`src/rtl/bus_ready_pkg.sv`:
```
// Shared types and helpers for the bus READY / wait-state generator.
package bus_ready_pkg;

    typedef enum logic [1:0] {
        IDLE  = 2'd0,
        COUNT = 2'd1,
        EXT   = 2'd2,
        HOLD  = 2'd3
    } state_e;

    typedef enum logic [1:0] {
        CYC_MEM  = 2'd0,
        CYC_IO   = 2'd1,
        CYC_INTA = 2'd2
    } cycle_e;

    // Interrupt acknowledge outranks I/O, which outranks memory.
    function automatic cycle_e decode_cycle(input logic i_inta_n,
                                            input logic i_ior_n,
                                            input logic i_iow_n);
        if (!i_inta_n)
            return CYC_INTA;
        else if (!i_ior_n || !i_iow_n)
            return CYC_IO;
        else
            return CYC_MEM;
    endfunction

    function automatic int unsigned select_wait(input cycle_e      i_cyc,
                                                input int unsigned i_mem_wait,
                                                input int unsigned i_io_wait,
                                                input int unsigned i_inta_wait);
        case (i_cyc)
            CYC_INTA: return i_inta_wait;
            CYC_IO:   return i_io_wait;
            default:  return i_mem_wait;
        endcase
    endfunction

endpackage

```
`src/rtl/bus_ready_controller_if.sv`:
```
// Command strobes from the bus controller and READY-side outputs toward the CPU.
interface bus_ready_controller_if;
    logic address_latch_enable;
    logic memory_read_command_n;
    logic memory_write_command_n;
    logic io_read_command_n;
    logic io_write_command_n;
    logic interrupt_acknowledge_n;
    logic io_channel_ready;
    logic processor_ready;
    logic wait_active;
    logic bus_timeout;

    modport master (
        output address_latch_enable, memory_read_command_n, memory_write_command_n,
               io_read_command_n, io_write_command_n, interrupt_acknowledge_n,
               io_channel_ready,
        input  processor_ready, wait_active, bus_timeout
    );

    modport slave (
        input  address_latch_enable, memory_read_command_n, memory_write_command_n,
               io_read_command_n, io_write_command_n, interrupt_acknowledge_n,
               io_channel_ready,
        output processor_ready, wait_active, bus_timeout
    );
endinterface

```
`src/rtl/bus_ready_sync.sv`:
```
// Two-flop synchronizer; resets to 1 so a not-yet-synchronized channel reads as ready.
module bus_ready_sync (
    input  logic clock,
    input  logic reset,
    input  logic i_async,
    output logic o_sync
);
    logic r_meta;
    logic r_sync;

    // Capture the asynchronous level and re-time it through a second flop
    always_ff @(posedge clock or posedge reset) begin
        if (reset) begin
            r_meta <= 1'b1;
            r_sync <= 1'b1;
        end else begin
            r_meta <= i_async;
            r_sync <= r_meta;
        end
    end

    assign o_sync = r_sync;
endmodule

```
`src/rtl/bus_ready_controller.sv`:
```
// Wait-state and READY generator behind the bus controller.
//   state | meaning
//   IDLE  | no cycle in progress, READY high
//   COUNT | inserting fixed wait states for the current cycle type
//   EXT   | waiting on the synchronized channel-ready, watchdog running
//   HOLD  | READY released, waiting for the command strobe to go away
module bus_ready_controller
    import bus_ready_pkg::*;
#(
    parameter int unsigned MEM_WAIT      = 0,
    parameter int unsigned IO_WAIT       = 1,
    parameter int unsigned INTA_WAIT     = 1,
    parameter int unsigned COUNT_WIDTH   = 4,
    parameter int unsigned TIMEOUT       = 255,
    parameter int unsigned TIMEOUT_WIDTH = 8
) (
    input logic                  clock,
    input logic                  reset,
    bus_ready_controller_if.slave bus
);
    localparam logic [TIMEOUT_WIDTH-1:0] WDOG_LAST = TIMEOUT_WIDTH'(TIMEOUT - 1);
    localparam logic [COUNT_WIDTH-1:0]   CNT_ONE   = COUNT_WIDTH'(1);

    state_e                   r_state;
    state_e                   w_state_nxt;
    logic [COUNT_WIDTH-1:0]   r_cnt;
    logic [COUNT_WIDTH-1:0]   w_cnt_nxt;
    logic [TIMEOUT_WIDTH-1:0] r_wdog;
    logic [TIMEOUT_WIDTH-1:0] w_wdog_nxt;
    logic                     r_cmd_any_d;
    logic                     r_ready;
    logic                     r_timeout;
    logic                     w_ready_nxt;
    logic                     w_timeout_nxt;
    logic                     w_wait_active;
    logic                     w_cmd_any;
    logic                     w_cmd_start;
    logic                     w_abort;
    logic                     w_chrdy_s;
    cycle_e                   w_cyc;
    logic [COUNT_WIDTH-1:0]   w_wait_n;

    bus_ready_sync u_chrdy_sync (
        .clock   (clock),
        .reset   (reset),
        .i_async (bus.io_channel_ready),
        .o_sync  (w_chrdy_s)
    );

    assign w_cmd_any   = ~(bus.memory_read_command_n & bus.memory_write_command_n &
                           bus.io_read_command_n & bus.io_write_command_n &
                           bus.interrupt_acknowledge_n);
    assign w_cmd_start = w_cmd_any & ~r_cmd_any_d;
    assign w_abort     = ~w_cmd_any | bus.address_latch_enable;
    assign w_cyc       = decode_cycle(bus.interrupt_acknowledge_n, bus.io_read_command_n,
                                      bus.io_write_command_n);
    assign w_wait_n    = COUNT_WIDTH'(select_wait(w_cyc, MEM_WAIT, IO_WAIT, INTA_WAIT));

    // State, counters, edge-detect history and registered outputs
    always_ff @(posedge clock or posedge reset) begin
        if (reset) begin
            r_state     <= IDLE;
            r_cnt       <= '0;
            r_wdog      <= '0;
            r_cmd_any_d <= 1'b0;
            r_ready     <= 1'b1;
            r_timeout   <= 1'b0;
        end else begin
            r_state     <= w_state_nxt;
            r_cnt       <= w_cnt_nxt;
            r_wdog      <= w_wdog_nxt;
            r_cmd_any_d <= w_cmd_any;
            r_ready     <= w_ready_nxt;
            r_timeout   <= w_timeout_nxt;
        end
    end

    // Next-state and counter update; an abort outranks every other exit from COUNT/EXT
    always_comb begin
        w_state_nxt = r_state;
        w_cnt_nxt   = r_cnt;
        w_wdog_nxt  = r_wdog;
        case (r_state)
            IDLE: begin
                if (w_cmd_start) begin
                    if (w_wait_n != '0) begin
                        w_state_nxt = COUNT;
                        w_cnt_nxt   = w_wait_n;
                    end else if (w_chrdy_s) begin
                        w_state_nxt = HOLD;
                    end else begin
                        w_state_nxt = EXT;
                        w_wdog_nxt  = '0;
                    end
                end
            end
            COUNT: begin
                if (w_abort) begin
                    w_state_nxt = IDLE;
                end else if (r_cnt <= CNT_ONE) begin
                    if (w_chrdy_s) begin
                        w_state_nxt = HOLD;
                    end else begin
                        w_state_nxt = EXT;
                        w_wdog_nxt  = '0;
                    end
                end else begin
                    w_cnt_nxt = r_cnt - CNT_ONE;
                end
            end
            EXT: begin
                if (w_abort) begin
                    w_state_nxt = IDLE;
                end else if (w_chrdy_s || (r_wdog == WDOG_LAST)) begin
                    w_state_nxt = HOLD;
                end else begin
                    w_wdog_nxt = r_wdog + TIMEOUT_WIDTH'(1);
                end
            end
            HOLD: begin
                if (!w_cmd_any)
                    w_state_nxt = IDLE;
            end
            default: w_state_nxt = IDLE;
        endcase
    end

    // Output decode: READY follows the next state so it moves on the same edge as the state
    always_comb begin
        w_ready_nxt   = (w_state_nxt == IDLE) || (w_state_nxt == HOLD);
        w_timeout_nxt = (r_state == EXT) && !w_abort && !w_chrdy_s && (r_wdog == WDOG_LAST);
        w_wait_active = (r_state == COUNT) || (r_state == EXT);
    end

    assign bus.processor_ready = r_ready;
    assign bus.wait_active     = w_wait_active;
    assign bus.bus_timeout     = r_timeout;
endmodule
```
`src/flat_wrapper.sv`:
```
// flat-port wrapper written by rule: the top's interface ports become plain ports
module bus_ready_controller_flat import bus_ready_pkg::*;
#(
    parameter int unsigned MEM_WAIT      = 0,
    parameter int unsigned IO_WAIT       = 1,
    parameter int unsigned INTA_WAIT     = 1,
    parameter int unsigned COUNT_WIDTH   = 4,
    parameter int unsigned TIMEOUT       = 255,
    parameter int unsigned TIMEOUT_WIDTH = 8
)
  (clock, reset, bus_address_latch_enable, bus_memory_read_command_n, bus_memory_write_command_n, bus_io_read_command_n, bus_io_write_command_n, bus_interrupt_acknowledge_n, bus_io_channel_ready, bus_processor_ready, bus_wait_active, bus_bus_timeout);
  bus_ready_controller_if bus_i ();
  input logic clock;
  input logic reset;
  input wire logic [$bits(bus_i.address_latch_enable)-1:0] bus_address_latch_enable;
  input wire logic [$bits(bus_i.memory_read_command_n)-1:0] bus_memory_read_command_n;
  input wire logic [$bits(bus_i.memory_write_command_n)-1:0] bus_memory_write_command_n;
  input wire logic [$bits(bus_i.io_read_command_n)-1:0] bus_io_read_command_n;
  input wire logic [$bits(bus_i.io_write_command_n)-1:0] bus_io_write_command_n;
  input wire logic [$bits(bus_i.interrupt_acknowledge_n)-1:0] bus_interrupt_acknowledge_n;
  input wire logic [$bits(bus_i.io_channel_ready)-1:0] bus_io_channel_ready;
  output wire logic [$bits(bus_i.processor_ready)-1:0] bus_processor_ready;
  output wire logic [$bits(bus_i.wait_active)-1:0] bus_wait_active;
  output wire logic [$bits(bus_i.bus_timeout)-1:0] bus_bus_timeout;
  assign bus_i.address_latch_enable = bus_address_latch_enable;
  assign bus_i.memory_read_command_n = bus_memory_read_command_n;
  assign bus_i.memory_write_command_n = bus_memory_write_command_n;
  assign bus_i.io_read_command_n = bus_io_read_command_n;
  assign bus_i.io_write_command_n = bus_io_write_command_n;
  assign bus_i.interrupt_acknowledge_n = bus_interrupt_acknowledge_n;
  assign bus_i.io_channel_ready = bus_io_channel_ready;
  assign bus_processor_ready = bus_i.processor_ready;
  assign bus_wait_active = bus_i.wait_active;
  assign bus_bus_timeout = bus_i.bus_timeout;
  bus_ready_controller #(.MEM_WAIT(MEM_WAIT), .IO_WAIT(IO_WAIT), .INTA_WAIT(INTA_WAIT), .COUNT_WIDTH(COUNT_WIDTH), .TIMEOUT(TIMEOUT), .TIMEOUT_WIDTH(TIMEOUT_WIDTH)) u_core (.clock(clock), .reset(reset), .bus(bus_i));
endmodule
```
`config.mk`:
```
export PLATFORM = sky130hd
export DESIGN_NAME = bus_ready_controller_flat
export DESIGN_NICKNAME = d
export VERILOG_FILES = /design/src/rtl/bus_ready_pkg.sv /design/src/rtl/bus_ready_controller_if.sv /design/src/rtl/bus_ready_sync.sv /design/src/rtl/bus_ready_controller.sv /design/src/flat_wrapper.sv
export SDC_FILE = /design/constraint.sdc
export NUM_CORES = 1
export LEC_CHECK = 0
export CELL_PAD_IN_SITES_DETAIL_PLACEMENT = 1
export CELL_PAD_IN_SITES_GLOBAL_PLACEMENT = 1
export CORE_MARGIN = 2
export CORE_UTILIZATION = 40
export CTS_BUF_LIST = sky130_fd_sc_hd__clkbuf_8
export DETAILED_ROUTE_END_ITERATION = 16
export GPL_ROUTABILITY_DRIVEN = 1
export GPL_TIMING_DRIVEN = 0
export PLACE_DENSITY = 0.78
export REMOVE_ABC_BUFFERS = 1
export SLEW_MARGIN = 15
export SYNTH_ARGS = -nofsm -noshare
export SYNTH_HDL_FRONTEND = slang
export SYNTH_SLANG_ARGS = --single-unit
export TNS_END_PERCENT = 20
```
`constraint.sdc`:
```
create_clock -name clock -period 2.8 [get_ports clock]
set_clock_uncertainty 0.1 [all_clocks]
set_input_delay 0.42 -clock clock [delete_from_list [all_inputs] [get_ports clock]]
set_output_delay 0.42 -clock clock [all_outputs]
set_load 0.01 [all_outputs]
```
**Yosys cells after proc, flatten, opt, wreduce, memory -nomap -nowiden**

Cells that the tools add are included.

- $add $sub $neg: 2
- $lt $le $gt $ge: 1
- Equal/unequal tests: 15
- Muxes and demuxes: 25
- Bitwise logic cells: 8
- Reduce and logical (&&, ||, !) cells: 19

Operators by type and width:

| cell | count |
|---|---|
| 8-bit 2-to-1 mux | 7 |
| 8-bit case mux with 3 select lines | 1 |
| 2-bit 2-to-1 mux | 8 |
| 4-bit 2-to-1 mux | 4 |
| 2-bit != test (second input constant) | 5 |
| 8-bit by 1-bit adder with 8-bit output (second input constant) | 1 |
| 2-bit equality test (second input constant) | 4 |
| 8-bit equality test (second input constant) | 1 |
| 2-bit case mux with 4 select lines | 1 |
| 4-bit case mux with 2 select lines | 1 |
| 7-bit AND reduction | 1 |
| 2-bit by 1-bit != test with 1-bit output (second input constant) | 3 |
| 1-bit AND | 5 |
| 5-bit AND reduction | 1 |
| 2-bit by 1-bit equality test with 1-bit output (second input constant) | 2 |
| 4-bit by 1-bit <= comparator with 1-bit output (second input constant) | 1 |
| 1-bit zero test | 4 |
| 2-bit zero test | 2 |
| 1-bit logical OR | 4 |
| 4-bit nonzero test | 1 |
| 4-bit by 1-bit subtractor with 4-bit output (second input constant) | 1 |
| 1-bit logical AND | 3 |
| 1-bit 2-to-1 mux | 3 |
| 3-bit nonzero test | 1 |
| 4 further kinds | 5 |

- Register bits: 19
- Output and inout port bits: 3
- Word-level logic and storage cells: 78

**Depth between registers and ports, before layout**

- Depth in word-level cells: 13
- Gate-level depth with buffers: 9
- Gate-level depth less buffers: 8

**Hierarchy**

A second synthesis with hierarchy kept.

- Cells, all modules: 133
- Area total of the unflattened synthesis: 1,351.3 sq um

Modules (own cells, without submodules):

| module | times used | cells each | area each (sq um) |
|---|---|---|---|
| bus_ready_controller | 1 | 130 | 1,295.0 |
| bus_ready_sync | 1 | 3 | 56.3 |

**Worst setup path before layout**

No wires, ideal clock.

- Path type: reg-to-reg
- Start: register u_core.r_state[0]
- End: register u_core.r_wdog[4]
- Library setup time: 104 ps
- Data arrival time: 1,996 ps
- Path slack: 600 ps
- Cell stages (with the launch flop): 9
- Path buffers: 1
- Path through: dfrtp_1 -> inv_1 -> ha_1 -> inv_2 -> a21o_1 -> a221o_2 -> or2_0 -> buf_6 -> o41ai_2

- Longest elaborated chain between the ends: 3
- Elaborated cells on any way between the ends: 12
- Classes of those cells: eq/ne (8); mux (1); reduce/logical (3)

RTL lines:

| element | line | source |
|---|---|---|
| start: declaration | bus_ready_controller.sv:24 | `state_e r_state;` |
| start signal: assignment | bus_ready_controller.sv:69 | `r_state <= w_state_nxt;` |
| 2-bit equality test, or another cell as far along | bus_ready_controller.sv:83 | `case (r_state)` |
| 2-bit != test (no line), or another cell as far along | - |  |
| 7-bit AND reduction (no line) | - |  |
| end signal: assignment | bus_ready_controller.sv:71 | `r_wdog <= w_wdog_nxt;` |
| end: declaration | bus_ready_controller.sv:28 | `logic [TIMEOUT_WIDTH-1:0] r_wdog;` |

Several ways; a longest one is shown, not always the timed one.
A chain may end at the register's enable or synchronous reset.

**Worst setup path after layout**

Same ends and word-level chain as after synthesis.

==> impl_summary.txt <==
----------------------------------------------------
[Run status]
  Status ... complete, no violations

[Final layout]
  Final net count ... 167
  Number of diodes added for antenna fixing ... 0
  Design Area, Final ... 1430 µm²
  Fillers ... 365
  Share of layout cells above drive strength 1 ... 0.0940
  Post-synthesis to final-layout area growth ... 13.9%

[Timing]
  Endpoints failing hold ... 0
  Slew at the pin closest to its max-slew limit ... 0.727 ns
  Accumulated negative setup slack ... 0 ns
  Unrepaired setup endpoints after global routing ... false
  Post-route clock period utilization ... 0.921
  Final worst path period need ... 2.58 ns
  Post-route worst hold slack ... 0.262 ns
  Number of pins exceeding their max-slew limit in the final report ... 0
  Total setup violations reported at the end of the flow ... 0
  Tightest slew margin relative to the limit ... 0.515
  Worst Setup Slack, final ... 0.220 ns
  Achievable Freq ... 0.388 GHz

[Run]
  Max capacitance violation total ... 0

[Critical path]
  Buffers & Inverters on Critical Path ... 2
  Reg-to-reg critical path endpoint ... u_core.r_wdog[4]
  Slowest stage delay, CP ... 0.50 ns
  Cell type of the slowest stage on the worst timing path ... sky130_fd_sc_hd__dfrtp_1
  Register-to-Register Path Depth ... 7
  Worst r2r src ... u_core.r_state[0]
  Startpoint type of the worst setup path ... flip-flop
  Flop-to-flop setup slack ... 0.22 ns
  Ordered list of cells on the worst path ... inv_1 > ha_2 > inv_2 > a21o_1 > a221o_2 > or2_0 > o41ai_2
  Critical path capture point type ... flip-flop
  Crit path kind ... flip-flop to flip-flop
  Worst-path maximum fanout ... 10
  CP required ... 2.86 ns
  Worst Path Arrival ... 2.64 ns
  Kind of cell with the highest combined delay on the critical path ... compound AO/OA/AOI/OAI gates

[Placement]
  Port Buffer Count ... 11
  Post-place instance area ... 1380 µm²
  Detailed Place HPWL ... 2420 µm
  Minimum setup slack after placement ... 0.129 ns
  RD Place Congestion ... 0.795

[CTS]
  Clock insertion delay at the later pin of the skew report ... 0.26 ns
  Setup repair bufs after CTS ... 0
  Clock transition time at the flip-flop clock pins of the worst setup and hold paths ... 0.09 ns
  Clk buf depth ... 2
  Hold buffer count at cts ... 0
  TritonCTS clock tree ... built
  Number of H-tree levels ... 1
  Clock tree sinks ... 19
  TritonCTS buffer count ... 3
  CTS-repair resized insts ... 0
  Root buffer cell ... sky130_fd_sc_hd__clkbuf_8

[GRT]
  Antenna violations before repair ... 0
  Maximum number of pins on one net before global-route repair ... 20
  Number of global-route vias before repair ... 1179
  GRT Total Usage ... 0.204
  First-pass GRT wire length ... 5570 µm
  Overall overflow remaining after global route ... 0

[Worst hold path]
  Hold-critical path depth ... 0
  Worst Hold Launch ... u_core.u_chrdy_sync.r_meta
  Worst-case hold path end point ... u_core.u_chrdy_sync.o_sync
  Path category of the worst min-delay check ... flip-flop to flip-flop

[Power]
  Leak ... 0.585 nW
  Power density over the cells ... 683 nW/µm²
  Worst ir drop on vdd ... 0.215 mV

[Floorplanning]
  Starting Density ... 0.417
  Core footprint ... 3000 µm²
  I/O pin total ... 12
  Floorplan row count ... 20
  Horizontal die dimension ... 59.9 µm
  Height of the chip ... 59.9 µm
  Total Die Area ... 3590 µm²

[Synthesis]
  Total of flip-flops plus latches after synthesis ... 19
  Number of distinct standard cells referenced by the synthesized netlist ... 44
  Post-Syn Area ... 1250 µm²
  Post-synth top flop ... sky130_fd_sc_hd__dfrtp_1
  Yosys warns ... 0
  Sequential fraction of the synthesis area ... 0.383
  Synthesized netlist cell count ... 137
  Number of synthesized flops with an enable pin ... 0
  Async set or reset register ratio after synthesis ... 1.00
  Mean cell area of the mapped netlist ... 9.13 µm²

[Routing]
  1st-pass router iterations ... 4
  Remaining number of nets flagged by the antenna check after routing ... 0
  DRC ... 0
  Via density per instance ... 6.04
  Per-cell routed wire length ... 17.7 µm
  Count of vias placed by the detailed router ... 1100
  Starting DRC count in detailed routing ... 57
  Aggregate routed wire length ... 3220 µm

----------------------------------------------------
-- layer usage --
layer	track usage	wire length [µm]	up-vias
met5	0	0	-
met4	0.0476	20	0
met3	0.0390	77	2
met2	0.352	1650	18
met1	0.261	1470	541
li1	-	-	539
-- cells in the mapped netlist, types with 4 or more instances --
master | n | area (µm²)
sky130_fd_sc_hd__inv_1 | 10 | 37.5
sky130_fd_sc_hd__o21ai_0 | 4 | 20.0
sky130_fd_sc_hd__ha_1 | 8 | 100
sky130_fd_sc_hd__nor2_1 | 8 | 30.0
sky130_fd_sc_hd__a21o_1 | 4 | 30.0
sky130_fd_sc_hd__nand3_1 | 5 | 25.0
sky130_fd_sc_hd__nand2_1 | 12 | 45.0
sky130_fd_sc_hd__a31oi_1 | 4 | 25.0
sky130_fd_sc_hd__dfrtp_1 | 16 | 400
sky130_fd_sc_hd__o31ai_1 | 6 | 45.0
sky130_fd_sc_hd__o21ai_1 | 8 | 40.0
sky130_fd_sc_hd__a21oi_1 | 7 | 35.0
-- final cells by class --
cell class,count,area (µm²),share of cell area
Multi-Input combinational cell,104,707,0.496
Sequential cell,19,479,0.336
Timing Repair Buffer,11,110,0.0773
Clock buffer,3,41.3,0.0290
Inverter,11,41.3,0.0290
Tap cell,33,41.3,0.0290
Clock inverter,1,5.00,0.00351
-- worst register-to-register path, cell delays in order (launching register included) --
cell                      delay [ns]
sky130_fd_sc_hd__dfrtp_1        0.50
sky130_fd_sc_hd__inv_1          0.14
sky130_fd_sc_hd__ha_2           0.30
sky130_fd_sc_hd__inv_2          0.11
sky130_fd_sc_hd__a21o_1         0.19
sky130_fd_sc_hd__a221o_2        0.40
sky130_fd_sc_hd__or2_0          0.40
sky130_fd_sc_hd__o41ai_2        0.33
-- state kept, by name, summed over array words and instances, names as in the netlist --
name                        cells
u_core.r_wdog                   8
u_core.r_cnt                    4
u_core.r_state                  2
u_core.bus.bus_timeout          1
u_core.bus.processor_ready      1
u_core.r_cmd_any_d              1
u_core.u_chrdy_sync.o_sync      1
u_core.u_chrdy_sync.r_meta      1
-- per-stage QoR --
stage / std cells / power (W) / util
floorplan: 134 / 0.000626 / -
global placement: 178 / 0.000744 / 0.458
detailed placement: 178 / 0.000769 / 0.458
CTS: 182 / 0.000974 / 0.474
global route: 182 / 0.00104 / 0.475
finish: 182 / 0.000974 / 0.475
-- layout by cell type, fill, tap and decap left out, drive strengths merged, types with 2 or more instances in the layout --
cell type / netlist / routed
nand4: 3 / 3
nand2: 12 / 12
o21ai: 12 / 12
nand3: 5 / 5
nor2: 8 / 8
and2: 3 / 3
o21a: 2 / 2
clkbuf: 1 / 3
clkdlybuf4s50: 0 / 11
a31oi: 4 / 4
dfstp: 3 / 3
a21oi: 7 / 7
dfrtp: 16 / 16
and4: 2 / 2
o32ai: 2 / 2
inv: 11 / 11
a211oi: 2 / 2
nor4: 3 / 3
o41ai: 2 / 2
ha: 8 / 8
a21o: 4 / 4
o31ai: 6 / 6
or2: 3 / 3
-- kinds of logic after synthesis --
logic type,count (synthesis),share of synthesized area
xor+xnor,1,0.00700
fa+ha+maj,8,0.0800
simple gates,46,0.198
flops,19,0.383
buf+inv,14,0.0540
compound gates,49,0.278
-- worst max-delay path by stage --
stage,cells after the start,to,slack (ns),from
2_1_floorplan,7,u_core.r_wdog[4],0.59,u_core.r_state[0]
3_3_place_gp,6,u_core.r_wdog[4],0.19,bus_interrupt_acknowledge_n
3_5_place_dp,6,u_core.r_wdog[4],0.13,bus_interrupt_acknowledge_n
4_1_cts,7,u_core.r_wdog[4],0.09,u_core.r_state[0]
5_1_grt,7,u_core.r_wdog[6],0.09,u_core.r_state[0]
6_report,7,u_core.r_wdog[4],0.22,u_core.r_state[0]
-- where the power goes --
part | internal (W) | switching (W)
registers | 0.000304 | 0.0000357
clock network | 0.0000992 | 0.000106
logic | 0.000176 | 0.000253
(Power assumes the default switching activity.)
